File: src/rtl/router_in_port.sv
// One router input lane: parses the serial header (address + pad), presents a per-packet
// destination selector to the crossbar and forwards the payload one cycle late.
module router_in_port #(
    parameter int ADDR_W  = 1,
    parameter int PAD_CYC = 1,
    parameter int CNT_W   = 8
) (
    input  logic              clk,
    input  logic              rst_n,
    input  logic              frame_i,
    input  logic              valid_i,
    input  logic              din,
    output logic [ADDR_W-1:0] dest_o,
    output logic              dest_vld_o,
    output logic              frame_o,
    output logic              valid_o,
    output logic              dout,
    output logic [CNT_W-1:0]  data_cnt_o,
    output logic              err_o
);

    localparam int AIDX_W = (ADDR_W > 1) ? $clog2(ADDR_W) : 1;
    localparam int PCNT_W = (PAD_CYC > 1) ? $clog2(PAD_CYC) : 1;

    typedef enum logic [2:0] {
        IDLE,
        ADDR,
        PAD,
        DATA,
        FLUSH
    } state_t;

    state_t state, state_nxt;

    logic [AIDX_W-1:0] addr_idx;
    logic [PCNT_W-1:0] pad_cnt;

    logic start;
    logic addr_smp;
    logic clr_dest;
    logic err_nxt;
    logic fwd;
    logic cnt_inc;

    function automatic logic [CNT_W-1:0] sat_inc(input logic [CNT_W-1:0] v);
        return (&v) ? v : v + 1'b1;
    endfunction

    always_ff @(posedge clk or negedge rst_n) begin
        if (!rst_n) begin
            state <= IDLE;
        end else begin
            state <= state_nxt;
        end
    end

    always_comb begin
        state_nxt = state;
        start     = 1'b0;
        addr_smp  = 1'b0;
        clr_dest  = 1'b0;
        err_nxt   = 1'b0;
        fwd       = 1'b0;
        cnt_inc   = 1'b0;
        case (state)
            IDLE: begin
                if (!frame_i) begin
                    start     = 1'b1;
                    state_nxt = (ADDR_W > 1) ? ADDR : PAD;
                end
            end
            ADDR: begin
                if (frame_i) begin
                    err_nxt   = 1'b1;
                    clr_dest  = 1'b1;
                    state_nxt = IDLE;
                end else begin
                    addr_smp = 1'b1;
                    if (addr_idx == AIDX_W'(ADDR_W - 1)) begin
                        state_nxt = PAD;
                    end
                end
            end
            PAD: begin
                if (!valid_i || frame_i) begin
                    err_nxt   = 1'b1;
                    clr_dest  = 1'b1;
                    state_nxt = IDLE;
                end else if (pad_cnt == PCNT_W'(PAD_CYC - 1)) begin
                    state_nxt = DATA;
                end
            end
            DATA: begin
                if (frame_i && valid_i) begin
                    // abort: nothing is forwarded, so the crossbar sees idle next cycle
                    err_nxt   = 1'b1;
                    clr_dest  = 1'b1;
                    state_nxt = IDLE;
                end else begin
                    fwd     = 1'b1;
                    cnt_inc = !valid_i;
                    if (frame_i) begin
                        state_nxt = FLUSH;
                    end
                end
            end
            FLUSH: begin
                // a new header may start while the last bit is still on the outputs
                if (!frame_i) begin
                    start     = 1'b1;
                    state_nxt = (ADDR_W > 1) ? ADDR : PAD;
                end else begin
                    state_nxt = IDLE;
                end
            end
            default: begin
                state_nxt = IDLE;
            end
        endcase
    end

    // header capture and payload counting
    always_ff @(posedge clk or negedge rst_n) begin
        if (!rst_n) begin
            dest_o     <= '0;
            addr_idx   <= '0;
            pad_cnt    <= '0;
            data_cnt_o <= '0;
            err_o      <= 1'b0;
        end else begin
            err_o   <= err_nxt;
            pad_cnt <= (state == PAD) ? pad_cnt + 1'b1 : '0;
            if (start) begin
                dest_o     <= ADDR_W'(din);
                addr_idx   <= AIDX_W'(1);
                data_cnt_o <= '0;
            end else if (clr_dest) begin
                dest_o <= '0;
            end else if (addr_smp) begin
                dest_o   <= dest_o | (ADDR_W'(din) << addr_idx);
                addr_idx <= addr_idx + 1'b1;
            end
            if (cnt_inc) begin
                data_cnt_o <= sat_inc(data_cnt_o);
            end
        end
    end

    // forwarding stage: outputs idle high unless the cycle was sourced from DATA
    always_ff @(posedge clk or negedge rst_n) begin
        if (!rst_n) begin
            frame_o <= 1'b1;
            valid_o <= 1'b1;
            dout    <= 1'b1;
        end else begin
            frame_o <= fwd ? frame_i : 1'b1;
            valid_o <= fwd ? valid_i : 1'b1;
            dout    <= fwd ? din : 1'b1;
        end
    end

    assign dest_vld_o = (state == DATA) || (state == FLUSH);

endmodule

File: config.mk
export PLATFORM = sky130hd
export DESIGN_NAME = router_in_port
export DESIGN_NICKNAME = d
export VERILOG_FILES = /design/src/rtl/router_in_port.sv
export SDC_FILE = /design/constraint.sdc
export NUM_CORES = 1
export LEC_CHECK = 0
export BUFFER_PORTS_ARGS = -buffer_cell sky130_fd_sc_hd__buf_2
export CAP_MARGIN = 20
export CORE_ASPECT_RATIO = 1.25
export CORE_UTILIZATION = 40
export DETAILED_ROUTE_END_ITERATION = 16
export PLACE_DENSITY = 0.65
export SYNTH_ARGS = -nofsm -noshare
export SYNTH_HDL_FRONTEND = slang
export SYNTH_SLANG_ARGS = --single-unit
File: constraint.sdc
create_clock -name clk -period 1.9 [get_ports clk]
set_input_delay 0.19 -clock clk [delete_from_list [all_inputs] [get_ports clk]]
set_output_delay 0.19 -clock clk [all_outputs]
set_load 0.02 [all_outputs]
==> results.py, run 1 <==
metrics = {
    "outcome": {
        "outcome": "finished, final reports clean",
    },
    "min_path": {
        "worstHoldPathType": "input pin to flip-flop",
        "worst_hold_path.num_cells": 3,
    },
    "synthesis": {
        "synth-seq-area-share_pct": 51.2,
        "async_reset_ff_share_pct": 100,
        "synth_warnings": 0,
        "synth_fp_nets": 95,
        "synth.distinct_cells": 32,
        "synth-edff-count": 0,
        "ys_ff_latch": 18,
        "yosysTopAreaCell": "sky130_fd_sc_hd__dfrtp_1",
        "syn-instance-count": 89,
        "postSynth.topFlopCell": "sky130_fd_sc_hd__dfrtp_1",
        "synthesized_area_per_cell_um2": 9.97,
        "post_synth_instance_area_um2": 887,
        "synth_largest_type_area_fraction_pct": 42.3,
        "synth_area_leaders": "sky130_fd_sc_hd__dfrtp_1 (42%), sky130_fd_sc_hd__dfstp_2 (8.9%), sky130_fd_sc_hd__o21ai_0 (5.1%), sky130_fd_sc_hd__or3_1 (3.5%), sky130_fd_sc_hd__a21oi_1 (3.4%)",
    },
    "finish": {
        "nNetsFinal": 114,
        "mostFrequentLayoutCell": "sky130_fd_sc_hd__buf_2",
        "mostFrequentLayoutCells": "sky130_fd_sc_hd__buf_2 (18), sky130_fd_sc_hd__dfrtp_1 (15), sky130_fd_sc_hd__o21ai_0 (9)",
        "layout-drive-gt1-share_pct": 29.0,
        "areaGrowthSynthToFinish_pct": 15.7,
        "layout.core_utilization_pct": 50.6,
        "fin_area_um2": 1030,
        "insertedDiodeCount": 0,
        "fillers": 186,
    },
    "clocking": {
        "cts_buffers": 3,
        "post_cts.resized_instances": 0,
        "clock-sinks": 18,
        "cts.path.max_buffers": 2,
        "holdBufCountCts": 1,
        "clock_tree.root_cell": "sky130_fd_sc_hd__clkbuf_4",
        "cts-htree-levels": 1,
        "tritoncts": "yes",
        "post_cts_buffers": 0,
        "worst_skew_pair.late_latency_ns": 0.29,
        "worst_setup_hold_path_clk_slew_ns": 0.11,
    },
    "drt": {
        "post_drt_wl_per_cell_um": 12.9,
        "route.detailed.drc": 0,
        "drt_iter0_drc": 26,
        "finalWirelength_mm": 1.64,
        "detail_route.first_pass.iterations": 6,
        "route.detailed.vias_per_inst": 5.61,
        "count_of_antenna_violating_nets_left_after_detailed_routing": 0,
        "vias": 713,
    },
    "power": {
        "pwr_density_cell_nw_per_um2": 743,
        "netSwitchingPower_uw": 203,
        "combinationalPowerShare_pct": 12.9,
        "power.static_leakage_uw": 0.000473,
        "power_uw": 762,
        "p_clk_share_pct": 31.1,
        "internal_power_uw": 559,
        "power_frac_seq_pct": 56.0,
        "power_switching_share_pct": 26.6,
        "max-vdd-ir-drop_mv": 0.470,
    },
    "timing": {
        "worst_slew_margin_rel_pct": 71.2,
        "setup-tns-final_ns": 0,
        "final.period_utilization_pct": 81.8,
        "grt_setup_unrepaired": "no",
        "final.setup_skew_ns": 0.00262,
        "final_hold_viol_count": 0,
        "final_worst_path_period_need_ns": 1.55,
        "maxClockFrequency_mhz": 644,
        "setup_violations": 0,
        "tightest_slew_ns": 0.429,
        "setup_ws_ns": 0.347,
        "timing.final.max_slew_violations": 0,
    },
    "global_routing": {
        "initial_antenna_violation_count": 0,
        "grt_start_max_net_pins": 19,
        "grt_pass1_wl_mm": 2.64,
        "track_usage_pct": 15.2,
        "overflow": 0,
        "first_global_vias": 609,
    },
    "worst_setup_path": {
        "rr_worst_depth": 5,
        "crit_path_start_kind": "flip-flop",
        "worst-endpoint-arrival_ns": 1.75,
        "cp_max_fo": 9,
        "required_time_of_the_critical_path_ns": 2.09,
        "endpoint_kind": "flip-flop",
        "path_class": "flip-flop to flip-flop",
    },
    "place": {
        "dp_worst_setup_slack_ns": 0.359,
        "dp_hpwl_mm": 1.19,
        "place_congestion": 0.756,
        "buffer_ports.inserted": 18,
        "detailed_place.area_um2": 980,
    },
    "job": {
        "maximum_capacitance_violations": 0,
    },
    "floorplan": {
        "floorplan.initialDensity_pct": 43.8,
        "design.portCount": 19,
        "placementRows": 18,
        "horizontal_die_dimension_um": 44.1,
        "dieArea_um2": 2410,
        "coreArea_um2": 2030,
        "fp.dieH_um": 54.7,
    },
}
-- final timing paths --
check | slack, ns | end | from
max | 0.35 | data_cnt_o[7] | data_cnt_o[0]
min | 0.11 | dout | din
max reg2reg | 0.35 | data_cnt_o[7] | data_cnt_o[0]
min reg2reg | 0.44 | pad_cnt | pad_cnt
max in group asynchronous | 1.24 | dout | rst_n
min in group asynchronous | 0.35 | data_cnt_o[4] | rst_n
-- synthesized netlist by cell type, drive strengths merged, types with 2 or more instances --
| library cell | instances |
|---|---|
| nand2 | 6 |
| buf | 3 |
| nor3 | 3 |
| nor2 | 7 |
| dfstp | 3 |
| or3 | 5 |
| dfrtp | 15 |
| nand3 | 5 |
| o211ai | 2 |
| a21oi | 6 |
| nor4b | 3 |
| clkbuf | 2 |
| inv | 3 |
| o21ai | 10 |
-- routing by layer --
metal  vias up  GRT usage (%)  wire [um]
li1        358              -          -
met1       335           20.5        816
met2        18           23.3        745
met3         2           1.98         54
met4         0           9.09         20
met5         -              0          0
-- state kept, by name, indices dropped and copies added (netlist names) --
signal,cells
pad_cnt,1
data_cnt_o,8
frame_o,1
err_o,1
dest_o,1
state,3
addr_idx,1
dout,1
valid_o,1
-- per-stage QoR --
stage / cells / hold WS, ns
CTS: 127 / 0.104
global route: 127 / 0.116
floorplan: 89 / -0.106
detailed placement: 122 / 0.144
global placement: 122 / 0.144
finish: 127 / 0.112
-- power groups by stage --
stage	sequential, uW	clock, uW	combinational [uW]
after detailed placement	434	0	98.0
after global routing	432	253	110
final	427	237	98.0
after floorplan	438	0	60.9
after global placement	433	0	97.0
after CTS	427	246	100
-- critical path, cell delays in order (launching register included) --
cell and delay (ns):
sky130_fd_sc_hd__dfrtp_1 0.42, sky130_fd_sc_hd__ha_1 0.24, sky130_fd_sc_hd__nand3_1 0.17, sky130_fd_sc_hd__o21ai_2 0.34, sky130_fd_sc_hd__a21oi_1 0.07, sky130_fd_sc_hd__a31o_2 0.22
-- kinds of logic after synthesis --
group	count (synthesis)	synth area share, %
simple gates	36	23.6
compound gates	24	17.8
flops	18	51.2
buf+inv	8	3.81
xor+xnor	1	0.987
mux	1	1.27
fa+ha+maj	1	1.41
-- layout make-up --
type                    count  area, um2  share of cell area (%)
clock buffers               4       36.3                    3.54
inverters                   3       11.3                    1.10
repair buffers             19        100                    9.76
well taps                  20       25.0                    2.44
flip-flops and latches     18        454                    44.3
multi-input cells          63        399                    38.9
Power figures use the tool's default switching activity.
==> run 2: changes to the inputs <==
--- a/config.mk
+++ b/config.mk
@@ -5,12 +5,13 @@
 export SDC_FILE = /design/constraint.sdc
 export NUM_CORES = 1
 export LEC_CHECK = 0
+export ABC_AREA = 1
 export BUFFER_PORTS_ARGS = -buffer_cell sky130_fd_sc_hd__buf_2
 export CAP_MARGIN = 20
 export CORE_ASPECT_RATIO = 1.25
 export CORE_UTILIZATION = 40
 export DETAILED_ROUTE_END_ITERATION = 16
-export PLACE_DENSITY = 0.65
+export PLACE_DENSITY = 0.64
 export SYNTH_ARGS = -nofsm -noshare
 export SYNTH_HDL_FRONTEND = slang
 export SYNTH_SLANG_ARGS = --single-unit
==> constraint.sdc (replaced) <==
create_clock -name clk -period 1.5 [get_ports clk]
set_input_delay 0.15 -clock clk [delete_from_list [all_inputs] [get_ports clk]]
set_output_delay 0.15 -clock clk [all_outputs]
set_load 0.02 [all_outputs]
==> run 2 against run 1 <==
Setup slack worse by 0.29 ns. Global-route usage is 2.9 points higher. Combinational power rose to 6.6 times the previous value. Power rose by 110%. Count of clock-buffer cells in the layout unchanged. First-iteration DRC count is 42% higher. Wire length increased by 32%. Die area increased by 9.5%. Synthesized cell count grew 43%. Synthesized area grew 9.9%.
==> results.py, run 2 <==
metrics = {
    "power": {
        "pwr_density_cell_nw_per_um2": 1350,
        "p_clk_share_pct": 15.7,
        "max-vdd-ir-drop_mv": 0.753,
        "netSwitchingPower_uw": 661,
        "combinationalPowerShare_pct": 40.9,
        "internal_power_uw": 926,
        "power_frac_seq_pct": 43.4,
        "power.static_leakage_uw": 0.000588,
        "power_switching_share_pct": 41.7,
    },
    "synthesis": {
        "yosysTopAreaCell": "sky130_fd_sc_hd__dfrtp_1",
        "syn-instance-count": 127,
        "synth-edff-count": 0,
        "postSynth.topFlopCell": "sky130_fd_sc_hd__dfrtp_1",
        "netlist_top_cells_count": "sky130_fd_sc_hd__nand2_1 (37), sky130_fd_sc_hd__nor2_1 (17), sky130_fd_sc_hd__dfrtp_1 (15)",
        "yosysMostFrequentCell": "sky130_fd_sc_hd__nand2_1",
        "synthesized_area_per_cell_um2": 7.67,
        "ys_ff_latch": 18,
        "async_reset_ff_share_pct": 100,
        "post_synth_instance_area_um2": 975,
        "synth-seq-area-share_pct": 46.6,
        "synth_largest_type_area_fraction_pct": 38.5,
        "synth_area_leaders": "sky130_fd_sc_hd__dfrtp_1 (39%), sky130_fd_sc_hd__nand2_1 (14%), sky130_fd_sc_hd__dfstp_2 (8.1%), sky130_fd_sc_hd__nand3_1 (7.2%), sky130_fd_sc_hd__nor2_1 (6.5%)",
        "synth.distinct_cells": 20,
        "synth_fp_nets": 133,
        "synth_warnings": 0,
    },
    "drt": {
        "drt_iter0_drc": 37,
        "route.detailed.drc": 0,
        "finalWirelength_mm": 2.16,
        "detail_route.first_pass.iterations": 5,
        "route.detailed.vias_per_inst": 4.97,
        "post_drt_wl_per_cell_um": 11.7,
        "count_of_antenna_violating_nets_left_after_detailed_routing": 0,
        "vias": 919,
    },
    "outcome": {
        "outcome": "finished, final reports clean",
    },
    "timing": {
        "setup-tns-final_ns": 0,
        "maxClockFrequency_mhz": 694,
        "final.setup_skew_ns": 0.00992,
        "grt_setup_unrepaired": "no",
        "worst_slew_margin_rel_pct": 72.1,
        "final_worst_path_period_need_ns": 1.44,
        "setup_violations": 0,
        "tightest_slew_ns": 0.418,
        "final_hold_viol_count": 0,
        "timing.final.max_slew_violations": 0,
        "final.period_utilization_pct": 96.1,
    },
    "clocking": {
        "worst_setup_hold_path_clk_slew_ns": 0.09,
        "clock_tree.root_cell": "sky130_fd_sc_hd__clkbuf_4",
        "cts-htree-levels": 1,
        "clock-sinks": 18,
        "cts.path.max_buffers": 2,
        "cts_buffers": 3,
        "tritoncts": "yes",
        "worst_skew_pair.late_latency_ns": 0.29,
    },
    "finish": {
        "mostFrequentLayoutCell": "sky130_fd_sc_hd__nand2_1",
        "fillers": 223,
        "mostFrequentLayoutCells": "sky130_fd_sc_hd__nand2_1 (36), sky130_fd_sc_hd__buf_2 (18), sky130_fd_sc_hd__nor2_1 (17)",
        "largest_register_ff_count": 8,
        "nNetsFinal": 161,
        "layout-drive-gt1-share_pct": 25.3,
        "top_regs": "data_cnt_o x8, state x3",
        "insertedDiodeCount": 0,
        "fin_area_um2": 1180,
        "regMostFlops": "data_cnt_o",
        "areaGrowthSynthToFinish_pct": 20.7,
    },
    "worst_setup_path": {
        "required_time_of_the_critical_path_ns": 1.35,
        "worst_r2r_endpoint": "data_cnt_o[7]",
        "path_class": "flip-flop to output port",
        "regToRegSetupSlack_ns": 0.13,
        "endpoint_kind": "output port",
        "crit_path_start_kind": "flip-flop",
        "worst-endpoint-arrival_ns": 1.29,
        "r2r_start": "state[0]",
        "cp_max_fo": 7,
        "rr_worst_depth": 6,
    },
    "min_path": {
        "worstHoldPathType": "input pin to flip-flop",
        "hold_start": "din",
        "worstHoldEndpoint": "dout",
        "worst_hold_path.num_cells": 3,
    },
    "place": {
        "buffer_ports.inserted": 18,
        "detailed_place.area_um2": 1110,
        "place_congestion": 0.890,
        "dp_hpwl_mm": 1.59,
    },
    "floorplan": {
        "horizontal_die_dimension_um": 46.2,
        "design.portCount": 19,
        "placementRows": 19,
        "coreArea_um2": 2260,
        "fp.dieH_um": 57.2,
        "floorplan.initialDensity_pct": 43.2,
        "dieArea_um2": 2640,
    },
    "global_routing": {
        "track_usage_pct": 18.2,
        "grt_pass1_wl_mm": 3.54,
        "initial_antenna_violation_count": 0,
        "overflow": 0,
        "grt_start_max_net_pins": 19,
        "first_global_vias": 859,
    },
    "job": {
        "maximum_capacitance_violations": 0,
    },
}
-- run 2: layout make-up --
type | instances | area, um2 | share of cell area, %
Clock buffer | 4 | 26.3 | 2.23
Inverter | 13 | 48.8 | 4.15
Multi-Input combinational cell | 97 | 483 | 41.1
Sequential cell | 18 | 457 | 38.8
Tap cell | 31 | 38.8 | 3.30
Timing Repair Buffer | 22 | 123 | 10.4
-- run 2: critical path, cell delays in order (launching register included) --
cell and delay, ns:
sky130_fd_sc_hd__dfrtp_1 0.44, sky130_fd_sc_hd__inv_2 0.13, sky130_fd_sc_hd__nand3_1 0.13, sky130_fd_sc_hd__o21ai_1 0.12
sky130_fd_sc_hd__buf_2 0.19
-- run 2: per-stage QoR --
stage | power [uW] | hold WS, ns | util, % | setup slack [ns] | cells
3_5_place_dp | 1300 | 0.111 | 49.2 | 0.0700 | 177
5_1_grt | 1720 | 0.156 | 52.1 | 0.00837 | 185
2_1_floorplan | 1130 | -0.146 | - | 0.0820 | 127
6_report | 1590 | 0.132 | 52.1 | 0.0588 | 185
3_3_place_gp | 1280 | 0.110 | 49.2 | 0.129 | 177
4_1_cts | 1550 | 0.129 | 50.8 | 0.0138 | 182
-- run 2: worst max-delay path by stage --
stage / startpoint / end / cells after the start
2_1_floorplan: data_cnt_o[0] / data_cnt_o[5] / 6
3_3_place_gp: data_cnt_o[0] / data_cnt_o[5] / 6
3_5_place_dp: data_cnt_o[0] / data_cnt_o[7] / 6
4_1_cts: state[2] / dest_vld_o / 4
5_1_grt: state[2] / dest_vld_o / 4
6_report: state[2] / dest_vld_o / 4
-- run 2: kinds of logic after synthesis --
kind of cell    count (synthesis)  synth area share (%)
simple gates                   75                  33.6
xor+xnor                        4                  3.60
compound gates                 16                  9.88
fa+ha+maj                       1                  1.28
buf+inv                        13                  5.01
flops                          18                  46.6
-- run 2: per-layer routing --
metal	vias up	track usage [%]	share of wire [%]
li1	466	-	-
met1	426	21.8	43
met2	25	31.6	52
met3	2	1.90	3.7
met4	0	7.56	0.74
met5	-	0	0
-- run 2: power groups by stage --
| stage | sequential, uW | clock, uW | combinational, uW |
|---|---|---|---|
| final | 689 | 249 | 650 |
| after global routing | 697 | 287 | 733 |
| after CTS | 681 | 261 | 608 |
| after detailed placement | 691 | 0 | 604 |
| after global placement | 685 | 0 | 596 |
| after floorplan | 740 | 0 | 385 |
-- run 2: repair_timing --
item,CTS,global route
endpoints found under the hold margin,15,0
setup endpoints to repair,0,8
gates resized for setup,0,5
hold buffers,1,0
buffers inserted,0,2
